[src/rtl/route_sequencer_pkg.sv]
// -----------------------------------------------------------------------------
// route_sequencer_pkg
// Shared definitions for the route sequencer and its junction counter:
//   - route ROM opcodes (STOP / FWD / LEFT / RIGHT; 4..7 are illegal)
//   - fault codes reported on fault_code
//   - line-tracker pattern that marks a junction
//   - sequencer FSM state encoding
// -----------------------------------------------------------------------------
package route_sequencer_pkg;

    localparam logic [2:0] OP_STOP  = 3'd0;
    localparam logic [2:0] OP_FWD   = 3'd1;
    localparam logic [2:0] OP_LEFT  = 3'd2;
    localparam logic [2:0] OP_RIGHT = 3'd3;

    localparam logic [1:0] FC_NONE     = 2'd0;
    localparam logic [1:0] FC_TIMEOUT  = 2'd1;
    localparam logic [1:0] FC_TURN_ERR = 2'd2;
    localparam logic [1:0] FC_BAD_OP   = 2'd3;

    // All three tracker sensors on the line: the car is crossing a junction.
    localparam logic [2:0] DETECT_ALL = 3'b111;

    typedef enum logic [2:0] {
        S_IDLE,
        S_FETCH,
        S_DECODE,
        S_ARM,
        S_RUN,
        S_SETTLE,
        S_DONE,
        S_FAULT
    } state_t;

    function automatic logic op_is_legal(input logic [2:0] op);
        return op <= OP_RIGHT;
    endfunction

endpackage

[src/rtl/route_sequencer_junction_counter.sv]
// -----------------------------------------------------------------------------
// junction_counter
// Counts rising edges of (detect == 3'b111) while en is high, saturating at 3.
// While en is low the count is cleared and the previous-value register is held
// at "line seen", so a junction already under the car on the first enabled
// cycle is never counted.
// Ports:
//   clk, rst      clock, synchronous active-high reset
//   en            count enable (low clears)
//   detect[2:0]   line tracker {L,C,R}
//   count[1:0]    junctions seen since en rose
// -----------------------------------------------------------------------------
module junction_counter
    import route_sequencer_pkg::*;
(
    input  logic       clk,
    input  logic       rst,
    input  logic       en,
    input  logic [2:0] detect,
    output logic [1:0] count
);

    logic       hit;
    logic       prev_reg;
    logic [1:0] count_reg;

    assign hit = (detect == DETECT_ALL);

    always_ff @(posedge clk) begin
        if (rst || !en) begin
            count_reg <= '0;
            prev_reg  <= 1'b1;
        end else begin
            prev_reg <= hit;
            if (hit && !prev_reg && (count_reg != 2'd3)) begin
                count_reg <= count_reg + 2'd1;
            end
        end
    end

    assign count = count_reg;

endmodule

[src/rtl/route_sequencer.sv]
// -----------------------------------------------------------------------------
// route_sequencer
// Manoeuvre controller for the line-following car. Walks a route ROM (one
// {opcode, junction count} entry per manoeuvre), enables the matching
// manoeuvre block, waits for it to finish, drives straight for a settle gap
// and fetches the next entry. Faults on timeout, turn-block error or an
// illegal opcode.
// Ports:
//   clk, rst                    clock, synchronous active-high reset
//   start, abort                route start pulse / level abort to IDLE
//   detect[2:0]                 line tracker {L,C,R}
//   rom_addr, rom_op, rom_cnt   route ROM (data valid one cycle after address)
//   en_left/en_right/en_fwd     one-hot manoeuvre enables
//   turn_count                  junction count for the active turn block
//   done_*/err_*                turn block status
//   busy, finished, fault, fault_code, step   route status
// -----------------------------------------------------------------------------
module route_sequencer
    import route_sequencer_pkg::*;
#(
    parameter int ADDR_W      = 4,
    parameter int TIMEOUT_CYC = 200_000_000,
    parameter int SETTLE_CYC  = 10_000_000,
    parameter int TO_W        = 28
) (
    input  logic              clk,
    input  logic              rst,
    input  logic              start,
    input  logic              abort,
    input  logic [2:0]        detect,
    output logic [ADDR_W-1:0] rom_addr,
    input  logic [2:0]        rom_op,
    input  logic [1:0]        rom_cnt,
    output logic              en_left,
    output logic              en_right,
    output logic              en_fwd,
    output logic [1:0]        turn_count,
    input  logic              done_left,
    input  logic              done_right,
    input  logic              err_left,
    input  logic              err_right,
    output logic              busy,
    output logic              finished,
    output logic              fault,
    output logic [1:0]        fault_code,
    output logic [ADDR_W-1:0] step
);

    localparam logic [TO_W-1:0] TIMEOUT_LAST = TO_W'(TIMEOUT_CYC - 1);
    localparam logic [TO_W-1:0] SETTLE_LAST  = TO_W'(SETTLE_CYC - 1);

    state_t            state_reg, state_next;
    logic [ADDR_W-1:0] addr_reg, addr_next;
    logic [2:0]        op_reg, op_next;
    logic [1:0]        turn_count_reg, turn_count_next;
    logic [TO_W-1:0]   timer_reg, timer_next;
    logic              fault_reg, fault_next;
    logic [1:0]        fault_code_reg, fault_code_next;

    logic       run_left, run_right, run_fwd;
    logic       run_done, run_err;
    logic [1:0] junction_count;

    assign run_left  = (state_reg == S_RUN) && (op_reg == OP_LEFT);
    assign run_right = (state_reg == S_RUN) && (op_reg == OP_RIGHT);
    assign run_fwd   = (state_reg == S_RUN) && (op_reg == OP_FWD);

    junction_counter u_junction_counter (
        .clk    (clk),
        .rst    (rst),
        .en     (run_fwd),
        .detect (detect),
        .count  (junction_count)
    );

    // Only the block that is actually enabled may finish or fault the step.
    assign run_done = (run_left  && done_left)  ||
                      (run_right && done_right) ||
                      (run_fwd   && (junction_count >= turn_count_reg));
    assign run_err  = (run_left && err_left) || (run_right && err_right);

    always_comb begin
        state_next      = state_reg;
        addr_next       = addr_reg;
        op_next         = op_reg;
        turn_count_next = turn_count_reg;
        timer_next      = timer_reg;
        fault_next      = fault_reg;
        fault_code_next = fault_code_reg;

        if (abort) begin
            // Fault status survives an abort; only start or rst clears it.
            state_next      = S_IDLE;
            addr_next       = '0;
            turn_count_next = '0;
            timer_next      = '0;
        end else begin
            case (state_reg)
                S_IDLE, S_DONE, S_FAULT: begin
                    if (start) begin
                        state_next      = S_FETCH;
                        addr_next       = '0;
                        fault_next      = 1'b0;
                        fault_code_next = FC_NONE;
                    end
                end
                S_FETCH: begin
                    state_next = S_DECODE;
                end
                S_DECODE: begin
                    op_next = rom_op;
                    if (rom_op == OP_STOP) begin
                        state_next = S_DONE;
                    end else if (!op_is_legal(rom_op)) begin
                        state_next      = S_FAULT;
                        fault_next      = 1'b1;
                        fault_code_next = FC_BAD_OP;
                    end else begin
                        state_next      = S_ARM;
                        turn_count_next = rom_cnt;
                        timer_next      = '0;
                    end
                end
                S_ARM: begin
                    state_next = S_RUN;
                end
                S_RUN: begin
                    timer_next = timer_reg + TO_W'(1);
                    if (run_err) begin
                        state_next      = S_FAULT;
                        fault_next      = 1'b1;
                        fault_code_next = FC_TURN_ERR;
                    end else if (run_done) begin
                        // done beats a timeout landing on the same cycle
                        state_next = S_SETTLE;
                        timer_next = '0;
                    end else if (timer_reg == TIMEOUT_LAST) begin
                        state_next      = S_FAULT;
                        fault_next      = 1'b1;
                        fault_code_next = FC_TIMEOUT;
                    end
                end
                S_SETTLE: begin
                    if (timer_reg == SETTLE_LAST) begin
                        // Natural wrap at the top of the ROM.
                        addr_next  = addr_reg + ADDR_W'(1);
                        state_next = S_FETCH;
                    end else begin
                        timer_next = timer_reg + TO_W'(1);
                    end
                end
                default: begin
                    state_next = S_IDLE;
                end
            endcase
        end
    end

    always_ff @(posedge clk) begin
        if (rst) begin
            state_reg      <= S_IDLE;
            addr_reg       <= '0;
            op_reg         <= OP_STOP;
            turn_count_reg <= '0;
            timer_reg      <= '0;
            fault_reg      <= 1'b0;
            fault_code_reg <= FC_NONE;
        end else begin
            state_reg      <= state_next;
            addr_reg       <= addr_next;
            op_reg         <= op_next;
            turn_count_reg <= turn_count_next;
            timer_reg      <= timer_next;
            fault_reg      <= fault_next;
            fault_code_reg <= fault_code_next;
        end
    end

    // Enables decode straight from state, so they drop on the RUN exit edge.
    assign en_left    = run_left;
    assign en_right   = run_right;
    assign en_fwd     = run_fwd || (state_reg == S_SETTLE);
    assign turn_count = turn_count_reg;
    assign rom_addr   = addr_reg;
    assign step       = addr_reg;
    assign busy       = !(state_reg inside {S_IDLE, S_DONE, S_FAULT});
    assign finished   = (state_reg == S_DONE);
    assign fault      = fault_reg;
    assign fault_code = fault_code_reg;

endmodule

[config.mk]
export PLATFORM = sky130hd
export DESIGN_NAME = route_sequencer
export DESIGN_NICKNAME = d
export VERILOG_FILES = /design/src/rtl/route_sequencer_pkg.sv /design/src/rtl/route_sequencer_junction_counter.sv /design/src/rtl/route_sequencer.sv
export SDC_FILE = /design/constraint.sdc
export NUM_CORES = 1
export LEC_CHECK = 0
export CAP_MARGIN = 40
export CORE_MARGIN = 1
export CORE_UTILIZATION = 32
export CTS_CLUSTER_SIZE = 8
export DETAILED_ROUTE_END_ITERATION = 16
export GPL_ROUTABILITY_DRIVEN = 0
export REMOVE_ABC_BUFFERS = 1
export SYNTH_ARGS = -nofsm -noshare
export SYNTH_HDL_FRONTEND = slang
export SYNTH_HIERARCHICAL = 1
export SYNTH_SLANG_ARGS = --single-unit
[constraint.sdc]
create_clock -name clk -period 2.3 [get_ports clk]
set_clock_uncertainty 0.2 [all_clocks]
set_input_delay 0.46 -clock clk [delete_from_list [all_inputs] [get_ports clk]]
set_output_delay 0.46 -clock clk [all_outputs]
set_load 0.01 [all_outputs]
Word-level counts from Yosys, hierarchy flattened
Cells that the tools add are included.
{ "classes": {"addsub": 3, "n_mul": 0, "n_div": 0, "n_lt_le_gt_ge": 2, "eq_ne": 23, "shift": 0, "muxes": 31, "bitwise": 2, "reduce_logical": 32} }
{ "ops": {"columns": ["cell", "n"], "rows": [
  ["28-bit 2-to-1 mux", 5],
  ["28-bit case mux with 3 select lines", 1],
  ["28-bit by 1-bit adder with 28-bit output (second input constant)", 1],
  ["28-bit by 24-bit == test with 1-bit output (second input constant)", 1],
  ["28-bit == test (second input constant)", 1],
  ["3-bit 2-to-1 mux", 7],
  ["3-bit case mux with 6 select lines", 1],
  ["3-bit == test (second input constant)", 5],
  ["2-bit inequality test (second input constant)", 7],
  ["3-bit by 2-bit == test with 1-bit output (second input constant)", 4],
  ["2-bit 2-to-1 mux", 6],
  ["1-bit logical AND", 10],
  ["3-bit AND reduction", 3],
  ["3-bit nonzero test", 3],
  ["4-bit 2-to-1 mux", 2],
  ["4-bit case mux with 2 select lines", 1],
  ["7-bit AND reduction", 1],
  ["3-bit by 1-bit == test with 1-bit output (second input constant)", 2],
  ["3-bit logical NOT", 2],
  ["1-bit 2-to-1 mux", 6],
  ["2-bit case mux with 3 select lines", 1],
  ["1-bit logical OR", 5],
  ["4-bit by 1-bit adder with 4-bit output (second input constant)", 1],
  ["4-bit by 3-bit inequality test with 1-bit output (second input constant)", 1],
  ["other kinds (13)", 16]
]} }
{ "word_totals": {"register_bits": 46, "latch_bits": 0, "ramBits": 0, "rom_bits": 0, "inputBits": 16, "output_inout_bits": 18, "elab_cells": 102, "mem_count": 0} }

Longest topological paths before layout
{ "logic_depth": {"word_depth": 8, "mapped_depth": 9, "ltp_nobuf": 8} }

Cells and area by module
Netlist, hierarchy kept.
{ "by_module_without_submodules": {"columns": ["module", "n_inst", "cells_each", "area_each_um2", "seq_area_each_um2"], "rows": [
  ["route_sequencer", 1, 288, 2376.0, 860.8],
  ["junction_counter", 1, 15, 145.1, 60.1]
]} }

Worst setup path after synthesis
No wires, ideal clock.
{ "synth_timing": {"path_kind": "register -> register", "startpoint": "reg state_reg[2]", "endpoint": "reg timer_reg[12]", "setup_ns": 0.117, "t_arrival_ns": 1.800, "t_required_ns": 1.983, "slack_ns": 0.183, "path_stages_with_launch": 9, "n_path_buf": 2, "synth_period_minus_slack_ns": 2.117, "path_cell_list": "dfxtp_1 > buf_6 > or3b_4 > o31a_1 > buf_6 > or3_4 > nor2_4 > xnor2_1 > nor2_1"} }
{ "synth_between": {"elab_chain_len": 8, "elab_cells_between_ends": 22, "classes_between": "eq/ne: 6; mux: 3; reduce/logical: 13"} }
{ "synth_rtl": {"columns": ["item", "line", "rtl"], "rows": [
  ["start, declared", "route_sequencer.sv:52", "state_t state_reg, state_next;"],
  ["start signal, assigned", "route_sequencer.sv:169", "state_reg <= state_next;"],
  ["3-bit == test", null, null],
  ["1-bit logical AND (on tied branches)", "route_sequencer.sv:64, route_sequencer.sv:65", null],
  ["1-bit logical AND (on tied branches)", "route_sequencer.sv:77, route_sequencer.sv:78", null],
  ["1-bit logical OR", "route_sequencer.sv:77", "assign run_done = (run_left && done_left) ||"],
  ["1-bit logical OR", "route_sequencer.sv:78", "(run_right && done_right) ||"],
  ["28-bit 2-to-1 mux", "route_sequencer.sv:133", "end else if (run_done) begin"],
  ["28-bit 2-to-1 mux", "route_sequencer.sv:129", "if (run_err) begin"],
  ["28-bit case mux with 3 select lines", "route_sequencer.sv:98", "case (state_reg)"],
  ["end signal, assigned", "route_sequencer.sv:173", "timer_reg <= timer_next;"],
  ["end, declared", "route_sequencer.sv:56", "logic [TO_W-1:0] timer_reg, timer_next;"]
]} }
Several ways; a longest one is shown, not always the timed one.
A chain may end at the register's enable or synchronous reset.

Worst setup path after layout
{ "layout_timing": {"startpoint": "reg state_reg[2]", "endpoint": "out en_fwd"} }
{ "layout_between": {"elab_chain_len": 3, "elab_cells_between_ends": 4, "classes_between": "eq/ne: 2; reduce/logical: 2"} }
{ "layout_rtl": {"columns": ["item", "line", "rtl"], "rows": [
  ["3-bit == test", "route_sequencer.sv:66", "assign run_fwd = (state_reg == S_RUN) && (op_reg == OP_FWD);"],
  ["1-bit logical AND", "route_sequencer.sv:66", null],
  ["via run_fwd", "route_sequencer.sv:60", "logic run_left, run_right, run_fwd;"],
  ["1-bit logical OR", "route_sequencer.sv:182", "assign en_fwd = run_fwd || (state_reg == S_SETTLE);"],
  ["end, declared", "route_sequencer.sv:36", "output logic en_fwd,"]
]} }
The timed path passes the listed nets, and every way through them passes these cells.

==> out/metrics.json <==
{
  "detailed_routing": {
    "detail_route.iter0.violations": 72,
    "routed-via-count": 2398,
    "detail_route.wl_per_cell_um": 13.1,
    "first_pass_iters": 4,
    "detail_route.wirelength_mm": 6.32,
    "drc": 0,
    "drt_antenna_net_count": 0,
    "viasPerCell": 4.95
  },
  "timing": {
    "worstMarginPinSlew_ns": 0.423,
    "rsz_0062_raised_after_global_routing": "true",
    "final_min_period_over_clock_period_pct": 102,
    "timing_max_transition_violations_final": 0,
    "maxClockFrequency_mhz": 428,
    "final-setup-viol-count": 3,
    "layout_min_cycle_time_ns": 2.34,
    "layout_setup_ws_ns": -0.0378,
    "timing_hold_violations_final": 0,
    "slew_headroom_pct": 71.7,
    "timing.hold.ws_ns": 0.258
  },
  "worst_setup_path": {
    "critical_path_buf_inv_count": 1,
    "critPathRequiredTime_ns": 1.64,
    "critPathCaptureType": "output pin",
    "critPathMaxFanout": 3,
    "path_class": "reg -> out",
    "cells_along_the_critical_path": "or3b_4, nor4b_4, nand2b_4, buf_6",
    "worst_setup_path_start_kind": "flip-flop",
    "crit_slowest_cell": "sky130_fd_sc_hd__or3b_4",
    "arrival_ns": 1.68,
    "timing.critical_path.max_delay_family": "simple AND/OR/NAND/NOR gates",
    "critical_path.max_stage_delay_ns": 0.43
  },
  "yosys": {
    "yosys.area.top_type": "sky130_fd_sc_hd__dfxtp_1",
    "sequential_cell_area_fraction_in_the_yosys_report_pct": 36.5,
    "post_synth.cell_area_avg_um2": 8.32,
    "synth_commonest_cells": "46 x sky130_fd_sc_hd__dfxtp_1, 46 x sky130_fd_sc_hd__nor2_1, 30 x sky130_fd_sc_hd__nand2_1",
    "synth_area_um2": 2520,
    "yosys_most_used_dff": "sky130_fd_sc_hd__dfxtp_1",
    "ffs_w_async_s_r_synth_pct": 0,
    "biggest_area_contributors_in_the_synthesized_netlist": "sky130_fd_sc_hd__dfxtp_1 37%, sky130_fd_sc_hd__nor2_1 6.8%, sky130_fd_sc_hd__xnor2_1 4.9%",
    "postSynthRegisterBits": 46,
    "synth_cell_types": 56,
    "synth-warning-count": 6,
    "count_of_mapped_cells_out_of_synthesis": 303,
    "synth.top_cell.area_share_pct": 36.5,
    "synth-edff-count": 0
  },
  "pwr": {
    "design_power_total_mw": 1.67,
    "static-leakage-power_nw": 1.35,
    "p_per_area_nw_per_um2": 467,
    "peak_vdd_ir_mv": 0.300
  },
  "status": {
    "status": "complete, but fails checks",
    "failed_checks": "negative setup slack"
  },
  "placed_design": {
    "post-place-ws_ns": -0.241,
    "placed_cell_area_um2": 3190,
    "io_buffer_count": 33,
    "dp.final_hpwl_mm": 4.50,
    "placed_cells": 460
  },
  "global_route": {
    "grt_antenna_before_repair": 0,
    "globalRouteOverflowTotal": 0,
    "vias_in_the_first_global_route": 2290,
    "grt_first_pass_wirelength_mm": 10.2,
    "grtUsageTotal_pct": 15.3,
    "pin_count_of_the_biggest_net_entering_global_routing": 28
  },
  "cells_and_area": {
    "largest_register_ff_count": 28,
    "syn_to_final_growth_pct": 42.0,
    "finish.net_count": 403,
    "final_cell_area_um2": 3580,
    "drive_gt1_share_pct": 25.9,
    "finish.cell_count_without_fillers": 484,
    "diodes": 0
  },
  "cts": {
    "cts_buffers": 5,
    "cts-root-buf": "sky130_fd_sc_hd__clkbuf_8",
    "cts_tree": "done",
    "ctsHoldBuffers": 0,
    "clkSlewWorstSetupHoldPaths_ns": 0.09,
    "cts_buffer_depth": 2,
    "clock_sink_count": 46,
    "clock_tree.htree_level_count": 2,
    "worst_skew_pair.late_latency_ns": 0.31
  },
  "floorplanning": {
    "floorplan.die.height_um": 90.8,
    "fp.dieW_um": 90.8,
    "initial_core_util_pct": 32.8,
    "io-pin-count": 34,
    "std_cell_rows": 32,
    "dieArea_um2": 8240,
    "placeableCoreArea_um2": 7690
  },
  "job": {
    "drv.max_cap_violation_count": 0
  },
  "min_path": {
    "worst_hold_path_type": "reg -> reg"
  }
}
## power by group
group          total [mW]  switching, mW  internal, mW  leakage (nW)
clock network       0.629          0.281         0.348        0.0573
logic               0.231          0.109         0.122         0.918
registers           0.813        0.00722         0.806         0.373
## worst register-to-register path, stage by stage (launching register included)
cell and delay [ns]:
sky130_fd_sc_hd__dfxtp_2 0.34, sky130_fd_sc_hd__buf_12 0.13, sky130_fd_sc_hd__or3b_4 0.41, sky130_fd_sc_hd__buf_6 0.14, sky130_fd_sc_hd__o31ai_4 0.26, sky130_fd_sc_hd__nand3_2 0.13, sky130_fd_sc_hd__or3_4 0.41, sky130_fd_sc_hd__xor2_1 0.16
sky130_fd_sc_hd__nor2_1 0.05
## metrics by stage
stage / util [%] / setup TNS (ns)
2_1_floorplan: - / -0.515
3_3_place_gp: 41.5 / -3.01
5_1_grt: 46.6 / -0.544
3_5_place_dp: 41.5 / -3.90
6_report: 46.6 / -0.0771
4_1_cts: 43.7 / -0.100
## placed cells by master (no fill, tap or decap), drive strengths merged, types with 3 or more instances in the layout
cell	instances
nand3	16
mux2i	4
nand2	30
clkbuf	6
o21ai	9
or3	3
a21oi	8
nand4	10
and3	6
nand2b	5
nor4	9
buf	56
xnor2	14
inv	8
ha	5
nor2	47
clkdlybuf4s50	28
dfxtp	46
a211oi	3
nor3b	3
nor4bb	3
xor2	14
or2	3
and4	5
nor3	11
## path summary, 6_finish.rpt
| path | startpoint | end | slack [ns] | cells after the start |
|---|---|---|---|---|
| max reg2reg | state_reg[2] | timer_reg[11] | -0.03 | 8 |
| min | fault_code[1] | fault_code[1] | 0.26 | 2 |
| max | state_reg[2] | en_fwd | -0.04 | 4 |
| min reg2reg | fault_code[1] | fault_code[1] | 0.26 | 2 |
## repair_timing
action	in CTS	in global routing
buffers inserted	1	16
pin swaps	4	16
gates resized for setup	24	24
endpoints found under the setup margin	23	25
## routing by layer
| layer | wire (um) | track usage, % |
|---|---|---|
| met1 | 2840 | 18.6 |
| met2 | 3210 | 26.6 |
| met3 | 201 | 2.86 |
| met4 | 65 | 5.91 |
| met5 | 0 | 0 |
## area by class of cell
cell class / count / area (um^2)
clock inverter: 1 / 30.0
timing repair buffer: 86 / 769
clock buffer: 6 / 82.6
inverter: 8 / 30.0
fill: 774 / 4110
multi-input combinational: 235 / 1620
sequential: 46 / 926
tap: 102 / 128
## kinds of logic after synthesis
kind of cell	count (synthesis)	synth area share, %
multiplexers	6	2.48
XOR/XNOR	28	9.73
AND/OR/NAND/NOR	163	35.6
flip-flops	46	36.5
AO/OA/AOI/OAI	33	8.54
buffers and inverters	22	4.62
adder cells (fa/ha/maj)	5	2.48
(Power assumes the default switching activity.)
